$ cat config.mk
export PLATFORM = sky130hd
export DESIGN_NAME = granule_bit_scheduler
export DESIGN_NICKNAME = d
export VERILOG_FILES = /design/src/rtl/granule_bit_scheduler.sv
export SDC_FILE = /design/constraint.sdc
export NUM_CORES = 1
export LEC_CHECK = 0
export CORE_MARGIN = 3
export CORE_UTILIZATION = 25
export DETAILED_ROUTE_END_ITERATION = 8
export PLACE_DENSITY = 0.44
export SETUP_SLACK_MARGIN = 0.3
export SYNTH_ARGS = -nofsm -noshare
export SYNTH_HDL_FRONTEND = slang
export SYNTH_SLANG_ARGS = --single-unit
export TNS_END_PERCENT = 10
$ cat constraint.sdc
create_clock -name clk -period 7.9 [get_ports clk]
set_input_delay 0.79 -clock clk [delete_from_list [all_inputs] [get_ports clk]]
set_output_delay 0.79 -clock clk [all_outputs]
set_load 0.005 [all_outputs]
$ cat src/rtl/granule_bit_scheduler.sv
`default_nettype none
// ============================================================================
// Module      : granule_bit_scheduler
// Description : Steers one frame of main-data serial bits first into the
//               scalefactor parser and then into the Huffman decoder, once per
//               granule/channel slot (gr0ch0, gr0ch1, gr1ch0, gr1ch1; the ch1
//               slots are visited only for stereo). Each slot is bounded by
//               its part2_3_length. The scheduler raises the per-slot start
//               strobes and flags slots whose scalefactor parse overruns.
// Revision    : 1.0  initial release
// ----------------------------------------------------------------------------
// Parameters
//   LEN_W  width of part2_3_length and of the slot bit counter
//   NGR    granules per frame
// Ports
//   clk, rst                  clock, synchronous active-high reset
//   si_valid_i                1-cycle frame side-info strobe
//   stereo_i                  0 = mono, 1 = two channels
//   part2_3_length_i[gr][ch]  per-slot bit budget, sampled on si_valid_i
//   axiid_i/axiiv_i/axiir_o   upstream serial bit stream and its ready
//   gr_o, ch_o                granule / channel of the active slot
//   sf_si_valid_o             start strobe to the scalefactor parser
//   sf_axiid_o/sf_axiiv_o     bit stream to the scalefactor parser
//   sf_done_i                 scalefactor parser finished
//   hf_start_o                start strobe to the Huffman decoder
//   hf_axiid_o/hf_axiiv_o     bit stream to the Huffman decoder
//   hf_last_o                 marks the final Huffman bit of the slot
//   frame_done_o              1-cycle pulse once the last slot has ended
//   err_o                     sticky error flag
// Build option
//   GRANULE_STATS_EN : adds sf_bits_o[{gr,ch}], the scalefactor bit count
//                      captured when sf_done_i is seen for each slot.
// ============================================================================
module granule_bit_scheduler #(
    parameter int LEN_W = 12,
    parameter int NGR   = 2
) (
    input  logic                         clk,
    input  logic                         rst,
    input  logic                         si_valid_i,
    input  logic                         stereo_i,
    input  logic [1:0][1:0][LEN_W-1:0]   part2_3_length_i,
    input  logic                         axiid_i,
    input  logic                         axiiv_i,
    output logic                         axiir_o,
    output logic                         gr_o,
    output logic                         ch_o,
    output logic                         sf_si_valid_o,
    output logic                         sf_axiid_o,
    output logic                         sf_axiiv_o,
    input  logic                         sf_done_i,
    output logic                         hf_start_o,
    output logic                         hf_axiid_o,
    output logic                         hf_axiiv_o,
    output logic                         hf_last_o,
    output logic                         frame_done_o,
    output logic                         err_o
`ifdef GRANULE_STATS_EN
    ,
    output logic [3:0][LEN_W-1:0]        sf_bits_o
`endif
);

    typedef enum logic [2:0] {
        S_IDLE     = 3'd0,
        S_LOAD     = 3'd1,
        S_SF_RUN   = 3'd2,
        S_HF_START = 3'd3,
        S_HF_RUN   = 3'd4,
        S_NEXT     = 3'd5
    } state_t;

    localparam logic LAST_GR = 1'(NGR - 1);

    state_t                       state_q;
    logic [1:0][1:0][LEN_W-1:0]   len_q;
    logic                         stereo_q;
    logic                         gr_q;
    logic                         ch_q;
    logic [LEN_W-1:0]             cnt_q;
    logic                         err_q;
    logic                         sf_si_valid_q;
    logic                         hf_start_q;
    logic                         frame_done_q;

    logic [LEN_W-1:0]             w_len;
    logic [LEN_W-1:0]             w_cnt_inc;
    logic                         w_cnt_lt_len;
    logic                         w_sf_take;
    logic                         w_in_hf;
    logic                         w_nxt_gr;

    assign w_len        = len_q[gr_q][ch_q];
    assign w_cnt_inc    = cnt_q + 1'b1;
    assign w_cnt_lt_len = (cnt_q < w_len);
    assign w_nxt_gr     = gr_q + 1'b1;

    // The scalefactor path stops taking bits once the budget is used up, so
    // the cycle spent checking for a late sf_done never swallows an extra bit.
    assign w_sf_take = (state_q == S_SF_RUN) && !sf_done_i && w_cnt_lt_len;
    assign w_in_hf   = (state_q == S_HF_RUN);

    assign axiir_o    = w_sf_take | w_in_hf;
    assign sf_axiiv_o = w_sf_take & axiiv_i;
    assign sf_axiid_o = w_sf_take & axiiv_i & axiid_i;
    assign hf_axiiv_o = w_in_hf & axiiv_i;
    assign hf_axiid_o = w_in_hf & axiiv_i & axiid_i;
    assign hf_last_o  = hf_axiiv_o && (w_cnt_inc == w_len);

    assign gr_o          = gr_q;
    assign ch_o          = ch_q;
    assign sf_si_valid_o = sf_si_valid_q;
    assign hf_start_o    = hf_start_q;
    assign frame_done_o  = frame_done_q;
    assign err_o         = err_q;

`ifdef GRANULE_STATS_EN
    logic [3:0][LEN_W-1:0] sf_bits_q;
    assign sf_bits_o = sf_bits_q;
`endif

    // Strobes are registered: each is set on the transition into the state
    // in which it must be visible, so it is high for exactly that state.
    always_ff @(posedge clk) begin
        if (rst) begin
            state_q       <= S_IDLE;
            len_q         <= '0;
            stereo_q      <= 1'b0;
            gr_q          <= 1'b0;
            ch_q          <= 1'b0;
            cnt_q         <= '0;
            err_q         <= 1'b0;
            sf_si_valid_q <= 1'b0;
            hf_start_q    <= 1'b0;
            frame_done_q  <= 1'b0;
`ifdef GRANULE_STATS_EN
            sf_bits_q     <= '0;
`endif
        end else begin
            sf_si_valid_q <= 1'b0;
            hf_start_q    <= 1'b0;
            frame_done_q  <= 1'b0;

            // A new frame header while one is still in flight is a protocol error.
            if (si_valid_i && (state_q != S_IDLE)) begin
                err_q <= 1'b1;
            end

            case (state_q)
                S_IDLE: begin
                    if (si_valid_i) begin
                        len_q         <= part2_3_length_i;
                        stereo_q      <= stereo_i;
                        gr_q          <= 1'b0;
                        ch_q          <= 1'b0;
                        err_q         <= 1'b0;
                        sf_si_valid_q <= (part2_3_length_i[0][0] != '0);
`ifdef GRANULE_STATS_EN
                        sf_bits_q     <= '0;
`endif
                        state_q       <= S_LOAD;
                    end
                end

                S_LOAD: begin
                    cnt_q   <= '0;
                    state_q <= (w_len == '0) ? S_NEXT : S_SF_RUN;
                end

                S_SF_RUN: begin
                    if (sf_done_i) begin
`ifdef GRANULE_STATS_EN
                        sf_bits_q[{gr_q, ch_q}] <= cnt_q;
`endif
                        if (w_cnt_lt_len) begin
                            hf_start_q <= 1'b1;
                            state_q    <= S_HF_START;
                        end else begin
                            state_q    <= S_NEXT;
                        end
                    end else if (!w_cnt_lt_len) begin
                        // Budget exhausted before the parser finished: abort slot.
                        err_q   <= 1'b1;
                        state_q <= S_NEXT;
                    end else if (axiiv_i) begin
                        cnt_q <= w_cnt_inc;
                    end
                end

                S_HF_START: begin
                    state_q <= S_HF_RUN;
                end

                S_HF_RUN: begin
                    if (axiiv_i) begin
                        cnt_q <= w_cnt_inc;
                        if (w_cnt_inc == w_len) begin
                            state_q <= S_NEXT;
                        end
                    end
                end

                S_NEXT: begin
                    if (!ch_q && stereo_q) begin
                        ch_q          <= 1'b1;
                        sf_si_valid_q <= (len_q[gr_q][1] != '0);
                        state_q       <= S_LOAD;
                    end else if (gr_q != LAST_GR) begin
                        gr_q          <= w_nxt_gr;
                        ch_q          <= 1'b0;
                        sf_si_valid_q <= (len_q[w_nxt_gr][0] != '0);
                        state_q       <= S_LOAD;
                    end else begin
                        gr_q          <= 1'b0;
                        ch_q          <= 1'b0;
                        frame_done_q  <= 1'b1;
                        state_q       <= S_IDLE;
                    end
                end

                default: begin
                    state_q <= S_IDLE;
                end
            endcase
        end
    end

endmodule
`default_nettype wire

==> metrics.csv <==
stage;metric;value;unit
outcome;status;finished, final reports clean;
route;post-route ant nets;0;
clocking;TritonCTS Buffers;9;
power_and_ir_drop;P_leak;1.78;nW
setup_path;Worst Path Max Fanout;16;
finish;share of cells above drive strength 1;6.65;%
route;Initial DRT Pass Iterations;4;
die;Initial Utilization;26.1;%
finish;non-filler cells, final;710;
route;vias after detailed routing;3455;
die;die area;17000;sq um
yosys;Post-synth EDFFs;0;
setup_path;reg2reg start;ch_o;
job;max cap viols;0;
yosys;Seq/Total Area, Yosys;36.2;%
yosys;Avg Synthesized Cell Area;8.22;sq um
route;# DRC;0;
clocking;Setup Fix Bufs, Post-CTS;0;
clocking;CTS tree;yes;
route;initial DRC count;213;
timing;Setup Total Neg Slack;0;ns
timing;clk_skew;0.00992;ns
yosys;Post-Syn Instances;471;
power_and_ir_drop;Peak VDD IR;0.110;mV
setup_path;worst setup path endpoint;sf_axiiv_o;
yosys;post-synth cell types;50;
timing;max-slew violation count;0;
yosys;Post-synth top cells;106 x nand2_1, 70 x dfxtp_1, 69 x a21oi_1, 25 x clkbuf_1, 22 x inv_1;
clocking;clock latency on the worst-skew pair;0.34;ns
setup_path;Crit. End Element;primary output;
yosys;top cell type's share of synthesized area;36.2;%
timing;# setup viols final;0;
yosys;Async SR Flop Fraction;0;%
finish;area delta synth->final;27.2;%
yosys;top-count cell post-synth;nand2_1;
yosys;syn nets;539;
global_route;first-pass GRT wire length;18500;microns
setup_path;crit path kind;reg -> out;
yosys;Main synth FF type;dfxtp_1;
yosys;largest family of logic cells by synthesized area;simple AND/OR/NAND/NOR gates;
place;Placer Congestion;0.847;
clocking;CTS Hold Bufs;0;
die;core area;14900;sq um
finish;antenna cell count;0;
yosys;top area cells in the synthesized netlist;dfxtp_1 36%, nand2_1 10%, a21oi_1 8.9%;
clocking;Sink Count;70;
global_route;vias in the first global route;3488;
yosys;top cell type by total area after synthesis;dfxtp_1;
place;IO Port Bufs;66;
route;DR vias/cell;4.87;
timing;minimum clock period;5.11;ns
setup_path;reg2reg end;cnt_q[3];
clocking;post_cts resized;0;
die;row cnt;44;
clocking;H-Tree Depth;3;
yosys;area share of fa/ha/maj cells after synthesis;4.20;%
timing;Tcrit/Tclk final;64.7;%
global_route;total track usage;14.1;%
setup_path;CP startpoint kind;flop;
clocking;CTS root buffer;clkbuf_16;
die;Die X-Extent;130;microns
setup_path;Worst EP required;7.11;ns
setup_path;Setup crit start;ch_o;
setup_path;arrival time at the worst endpoint;4.32;ns
finish;NumNets Final;589;
timing;RSZ-0062 raised after global routing;no;
timing;Worst-Margin Slew;0.811;ns
yosys;Compound-Gate Fraction of Synth Area;16.3;%
clocking;Clock transition at path regs;0.06;ns
place;post-detail-place hpwl;8810;microns
setup_path;reg-to-reg slack, setup;3.69;ns
setup_path;R2R depth;11;
die;Die Ht;130;microns
timing;achievable frequency;0.196;GHz
yosys;post-synthesis register bit count;70;
min_path;worst hold path class;reg -> reg;
clocking;Max clock buf depth;2;
route;Routed WL per cell;16.3;microns
die;Top Ports;67;
yosys;XOR/XNOR Fraction of Synth Area;5.53;%
global_route;largest net degree at the start of global routing;71;
power_and_ir_drop;Pwr per Cell Area;293;nW/um^2
route;drt total wl;11600;microns
global_route;antenna violations before repair;0;
global_route;GRT overflow;0;
yosys;Post-Syn Area;3870;sq um
yosys;Simple-Gate Fraction of Synth Area;24.1;%
timing;Rel. slew slack;45.6;%
yosys;mux contribution to synthesized area;7.72;%
timing;Hold Vio Cnt, Final;0;
place;Cells after DPL;694;
yosys;yosys warns;0;
-- registers in the layout, indices dropped and copies added, names as in the netlist --
register and flops:
ch_o 1, cnt_q 12, err_o 1, frame_done_o 1
gr_o 1, hf_start_o 1, len_q 48, sf_si_valid_o 1
state_q 3, stereo_q 1
-- layout by cell type, fill, tap and decap left out, types with 4 or more instances in the layout --
cell	netlist	routed
nand2b_1	4	4
and3_1	4	4
ha_1	13	13
clkdlybuf4s50_1	0	65
dfxtp_1	70	70
xnor3_1	6	6
xnor2_1	7	7
o32ai_1	10	10
nor2b_1	5	5
nor4_1	15	14
o21ai_0	7	7
nor2_1	20	20
inv_1	22	22
a21oi_1	69	69
nor3_1	5	5
a31oi_1	4	4
nand3b_1	4	4
clkbuf_16	0	9
mux4_2	7	7
mux4_1	5	5
nand3_1	18	18
or3_1	4	4
nand2_1	106	106
-- layout make-up --
cell class / count / area, sq um
Timing Repair Buffer: 69 / 678
Fill cell: 1614 / 9940
Tap cell: 184 / 230
Clock inverter: 5 / 35.0
Clock buffer: 11 / 243
Sequential cell: 70 / 1400
Multi-Input combinational cell: 347 / 2250
Inverter: 24 / 90.1
-- cells by family (layout without fill, tap and decap cells) --
group / count (synthesis) / in the layout
AOI/OAI and AO/OA: 107 / 107
adders and majority gates: 13 / 13
DFF: 70 / 70
muxes: 13 / 13
and+or+nand+nor: 199 / 199
buffers and inverters: 54 / 109
xor gates and xnor gates: 15 / 15
-- critical path, cell delays in order (launching register included) --
cell,delay [ns]
dfxtp_1,0.85
mux4_2,0.63
inv_1,0.08
ha_1,0.21
nor2b_1,0.12
o211ai_1,0.15
a21oi_1,0.08
o21ai_0,0.58
nand2_1,0.49
inv_1,0.26
clkdlybuf4s50_1,0.53
-- report_power, final --
part           total (mW)  internal [mW]  switching, mW  leakage [nW]
logic               0.553          0.241          0.311          1.07
registers           0.515          0.425         0.0895         0.572
clock network       0.374          0.221          0.153         0.135
-- layer usage --
metal	global-route usage, %	vias up	wire, microns
met5	0	-	0
met4	3.75	0	166
met3	4.35	12	536
met2	22.7	84	5480
met1	18.3	1587	5410
li1	-	1772	-
-- stage by stage --
| step | util, % | area, sq um | hold slack, ns | power [mW] | worst slack, ns |
|---|---|---|---|---|---|
| floorplan | - | 3870 | 0.432 | 0.898 | 4.38 |
| global placement | 31.3 | 4650 | 0.456 | 1.07 | 3.26 |
| detailed placement | 31.3 | 4650 | 0.456 | 1.08 | 3.15 |
| CTS | 33.1 | 4930 | 0.465 | 1.46 | 2.76 |
| global route | 33.1 | 4930 | 0.489 | 1.55 | 2.51 |
| finish | 33.1 | 4930 | 0.463 | 1.44 | 2.79 |
-- worst min-delay path by stage --
stage | start | to | slack [ns] | cells past startpoint
after global routing | len_q[11] | len_q[11] | 0.49 | 2
final | len_q[11] | len_q[11] | 0.46 | 2
after floorplan | len_q[0] | len_q[0] | 0.43 | 2
after CTS | len_q[11] | len_q[11] | 0.46 | 2
after detailed placement | len_q[11] | len_q[11] | 0.46 | 2
after global placement | len_q[11] | len_q[11] | 0.46 | 2
Power figures use the tool's default switching activity.
==> patch 1 (same settings) <==
The option `GRANULE_STATS_EN` is turned on by a define.
--- a/src/rtl/granule_bit_scheduler.sv
+++ b/src/rtl/granule_bit_scheduler.sv
@@ -32,4 +32,6 @@
 //                      captured when sf_done_i is seen for each slot.
 // ============================================================================
+`define GRANULE_STATS_EN
+
 module granule_bit_scheduler #(
     parameter int LEN_W = 12,
Function (old outputs only; new: sf_bits_o): kept (equiv_simple and equiv_induct, registers matched by name and starting in step).
==> patch 1 against the unedited design <==
  * Sequential power increased by 49%
  * Sequential cell count increased by 48
  * Combinational power increased by 11%
  * Non-clock buffer count increased by 51
  * Total power increased by 49%
  * Register-to-register slack improved by 0.10 ns
  * Wire length increased by 54%
  * Cell area increased by 50%
  * Global-route usage increased by 1.3 points
  * Final cell count increased by 46%
  * Worst setup slack improved by 0.37 ns
  * Clock power increased by 100%
  * First-iteration DRC count increased by 59%
  * Area after synthesis increased by 42%
  * Critical path type unchanged
  * Largest power group is now the clock network
==> patch 1: results <==
export IMPL_grtUsageMet1=0.195
export IMPL_place_area_um2=6810
export IMPL_synth_adder_area_share=0.0297
export IMPL_p_leak_nw=2.59
export IMPL_hold_slack_ns=0.466
export IMPL_final_area_um2=7390
export IMPL_switching_share=0.360
export IMPL_multi_input_area_um2=2850
export IMPL_grt_use_met3=0.0394
export IMPL_place_gp_congestion=0.802
export IMPL_nonClockInverterCount=19
export IMPL_m1WireLength_um=7990
export IMPL_outcome="complete, no violations"
export IMPL_routed_wl_um=17900
export IMPL_nFlopsAndLatches=118
export IMPL_final_clk_cell_share=0.0786
export IMPL_drt_pass1_iter_count=5
export IMPL_cts_made_buffers=17
export IMPL_grt_pass1_wl_um=28900
export IMPL_sh_seq_area=0.320
export IMPL_synthTopCellsByCount="dfxtp_1 (118), nand2_1 (107), a21oi_1 (75)"
export IMPL_nFillCells=2195
export IMPL_cp_arrival_ns=3.95
export IMPL_via_per_inst=4.95
export IMPL_fin_ws_ns=3.16
export IMPL_fin_cells=1035
export IMPL_htreeDepth=4
export IMPL_grt_pass1_vias=5110
export IMPL_final_layout_size_suffix_gt1_frac=0.0658
export IMPL_final_nets=815
export IMPL_buffers=120
export IMPL_synthXorXnorAreaFrac=0.0240
export IMPL_maxSlewHeadroom=0.165
export IMPL_reg2reg_depth=10
export IMPL_hpwl_um=12800
export IMPL_final_nonclk_buf_share=0.160
export IMPL_io_buffer_count=114
export IMPL_dr_wl_met2_um=8870
export IMPL_use_met2=0.257
export IMPL_hold_end="len_q[9]"
export IMPL_synth_compound_area_share=0.185
export IMPL_clock_buffers=18
export IMPL_multi_input_gates=471
export IMPL_grt_max_degree=119
export IMPL_preCtsSetupSlack_ns=3.59
export IMPL_synth_top_area_share=0.431
export IMPL_syn_mean_instance_area_um2=8.28
export IMPL_hold_start="len_q[9]"
export IMPL_synthTopCellsByArea="dfxtp_1 (43%), nand2_1 (7.3%), a21oi_1 (6.8%)"
export IMPL_r2r_end="cnt_q[5]"
export IMPL_muxShareOfSynthArea=0.0578
export IMPL_path_max_fanout=20
export IMPL_met3_length_um=775
export IMPL_seq_area_frac_synth=0.431
export IMPL_clock_skew_ns=0.0128
-- patch 1: worst max path at each step --
stage	end	cells after the start
global placement	sf_axiid_o	9
finish	sf_axiid_o	9
global route	sf_axiid_o	9
CTS	sf_axiid_o	9
floorplan	sf_axiid_o	10
detailed placement	sf_axiid_o	9
-- patch 1: power by group through the flow --
stage                     Clock, W  Sequential (W)  Combinational [W]
after global placement           0        0.000779           0.000612
after floorplan                  0        0.000718           0.000461
after detailed placement         0        0.000778           0.000620
after global routing      0.000816        0.000778           0.000697
final                     0.000766        0.000765           0.000614
after CTS                 0.000785        0.000766           0.000622
-- patch 1: critical path: stages (launching register included) --
cell	delay, ns
dfxtp_1	0.89
mux4_1	0.72
inv_1	0.09
ha_1	0.24
a21o_1	0.16
a21oi_1	0.17
o2111ai_1	0.12
nor3_1	0.43
and2_1	0.20
clkdlybuf4s50_1	0.49
==> patch 2 (same settings) <==
Made on the original files. The 6 states of `state_t` get a one-hot encoding in 6 bits.
--- a/src/rtl/granule_bit_scheduler.sv
+++ b/src/rtl/granule_bit_scheduler.sv
@@ -62,11 +62,11 @@
 );
 
-    typedef enum logic [2:0] {
-        S_IDLE     = 3'd0,
-        S_LOAD     = 3'd1,
-        S_SF_RUN   = 3'd2,
-        S_HF_START = 3'd3,
-        S_HF_RUN   = 3'd4,
-        S_NEXT     = 3'd5
+    typedef enum logic [5:0] {
+        S_IDLE     = 6'b000001,
+        S_LOAD     = 6'b000010,
+        S_SF_RUN   = 6'b000100,
+        S_HF_START = 6'b001000,
+        S_HF_RUN   = 6'b010000,
+        S_NEXT     = 6'b100000
     } state_t;
 
Check against the original RTL: no difference found for any inputs over 4 cycles, from zero or initial values and one cycle with rst high; so few cycles prove little.
==> patch 2 against the unedited design <==
  * Largest cell class unchanged
  * Via count grew 2.5%
  * Sequential share of layout area grew 0.42 points
  * Final cell count grew 4.9%
  * Wire length grew 1.1%
  * Utilization is essentially flat
  * Worst setup slack gained 0.14 ns
  * Global-route usage shrank 0.27 points
  * Area after synthesis grew 1.4%
  * Sequential cell count grew 3
  * Cell area grew 2.8%
Power is not compared: it rests on default switching activity, and its combinational part moved more than twofold at a synthesized area within 25%.
==> patch 2: results <==
export IMPL_syn_inst=478
export IMPL_grt_max_degree=64
export IMPL_final_layout_size_suffix_gt1_frac=0.0861
export IMPL_syn_num_nets=546
export IMPL_ir_drop_mv=0.110
export IMPL_grt_pass1_wl_um=19000
export IMPL_path_max_fanout=15
export IMPL_preCtsSetupSlack_ns=3.29
export IMPL_grtUsageMet1=0.173
export IMPL_hold_end="len_q[2]"
export IMPL_maxSlewHeadroom=0.389
export IMPL_outcome="complete, no violations"
export IMPL_r2r_end="cnt_q[0]"
export IMPL_cp_arrival_ns=4.18
export IMPL_via_per_inst=4.75
export IMPL_fin_cells=745
export IMPL_clock_skew_ns=0.00586
export IMPL_top_regs="len_q (48), cnt_q (12), state_q (6)"
export IMPL_final_nets=597
export IMPL_slowest_delay_ns=0.87
export IMPL_synthTopCellsByCount="nand2_1 (113), dfxtp_1 (73), a21oi_1 (62)"
export IMPL_placed_cells=729
export IMPL_dr_wl_met2_um=5650
export IMPL_synthTopCellsByArea="dfxtp_1 (37%), nand2_1 (11%), a21oi_1 (7.9%)"
export IMPL_routed_wire_length_per_instance_um=15.7
export IMPL_drt_pass1_iter_count=4
export IMPL_reg2reg_depth=10
export IMPL_r2r_setup_slack_ns=3.79
export IMPL_place_area_um2=4750
export IMPL_m1WireLength_um=5400
export IMPL_path_delay_family="flip-flops"
export IMPL_seq_area_frac_synth=0.372
export IMPL_first_iter_violations=200
export IMPL_hold_start="len_q[2]"
export IMPL_hold_slack_ns=0.458
export IMPL_grt_use_met3=0.0360
export IMPL_use_met2=0.229
export IMPL_hpwl_um=8940
export IMPL_synth_cell_types=55
[patch 2: area by class of cell]
class                           count  area, um^2
Tap cell                          211         264
Timing Repair Buffer               69         678
Inverter                           15        56.3
Clock buffer                       11         253
Fill cell                        1636       10200
Sequential cell                    73        1460
Multi-Input combinational cell    361        2290
Clock inverter                      5        62.6
[patch 2: kinds of logic (layout without fill, tap and decap cells)]
logic type	count (synthesis)	after routing	share of synthesized area
flip-flops	73	73	0.372
buffers and inverters	44	100	0.0465
XOR/XNOR	15	15	0.0405
AO/OA/AOI/OAI	101	101	0.159
adder cells (fa/ha/maj)	13	13	0.0414
AND/OR/NAND/NOR	217	217	0.266
multiplexers	15	15	0.0740
[patch 2: how the worst max path moves through the flow]
stage               start          to  slack (ns)  depth (start not counted)
floorplan            ch_o  sf_axiid_o        4.47                         10
global placement     ch_o     axiir_o        3.34                         10
detailed placement   ch_o     axiir_o        3.29                         10
CTS                  ch_o     axiir_o        2.91                         10
global route         ch_o     axiir_o        2.62                         10
finish               ch_o     axiir_o        2.93                         10
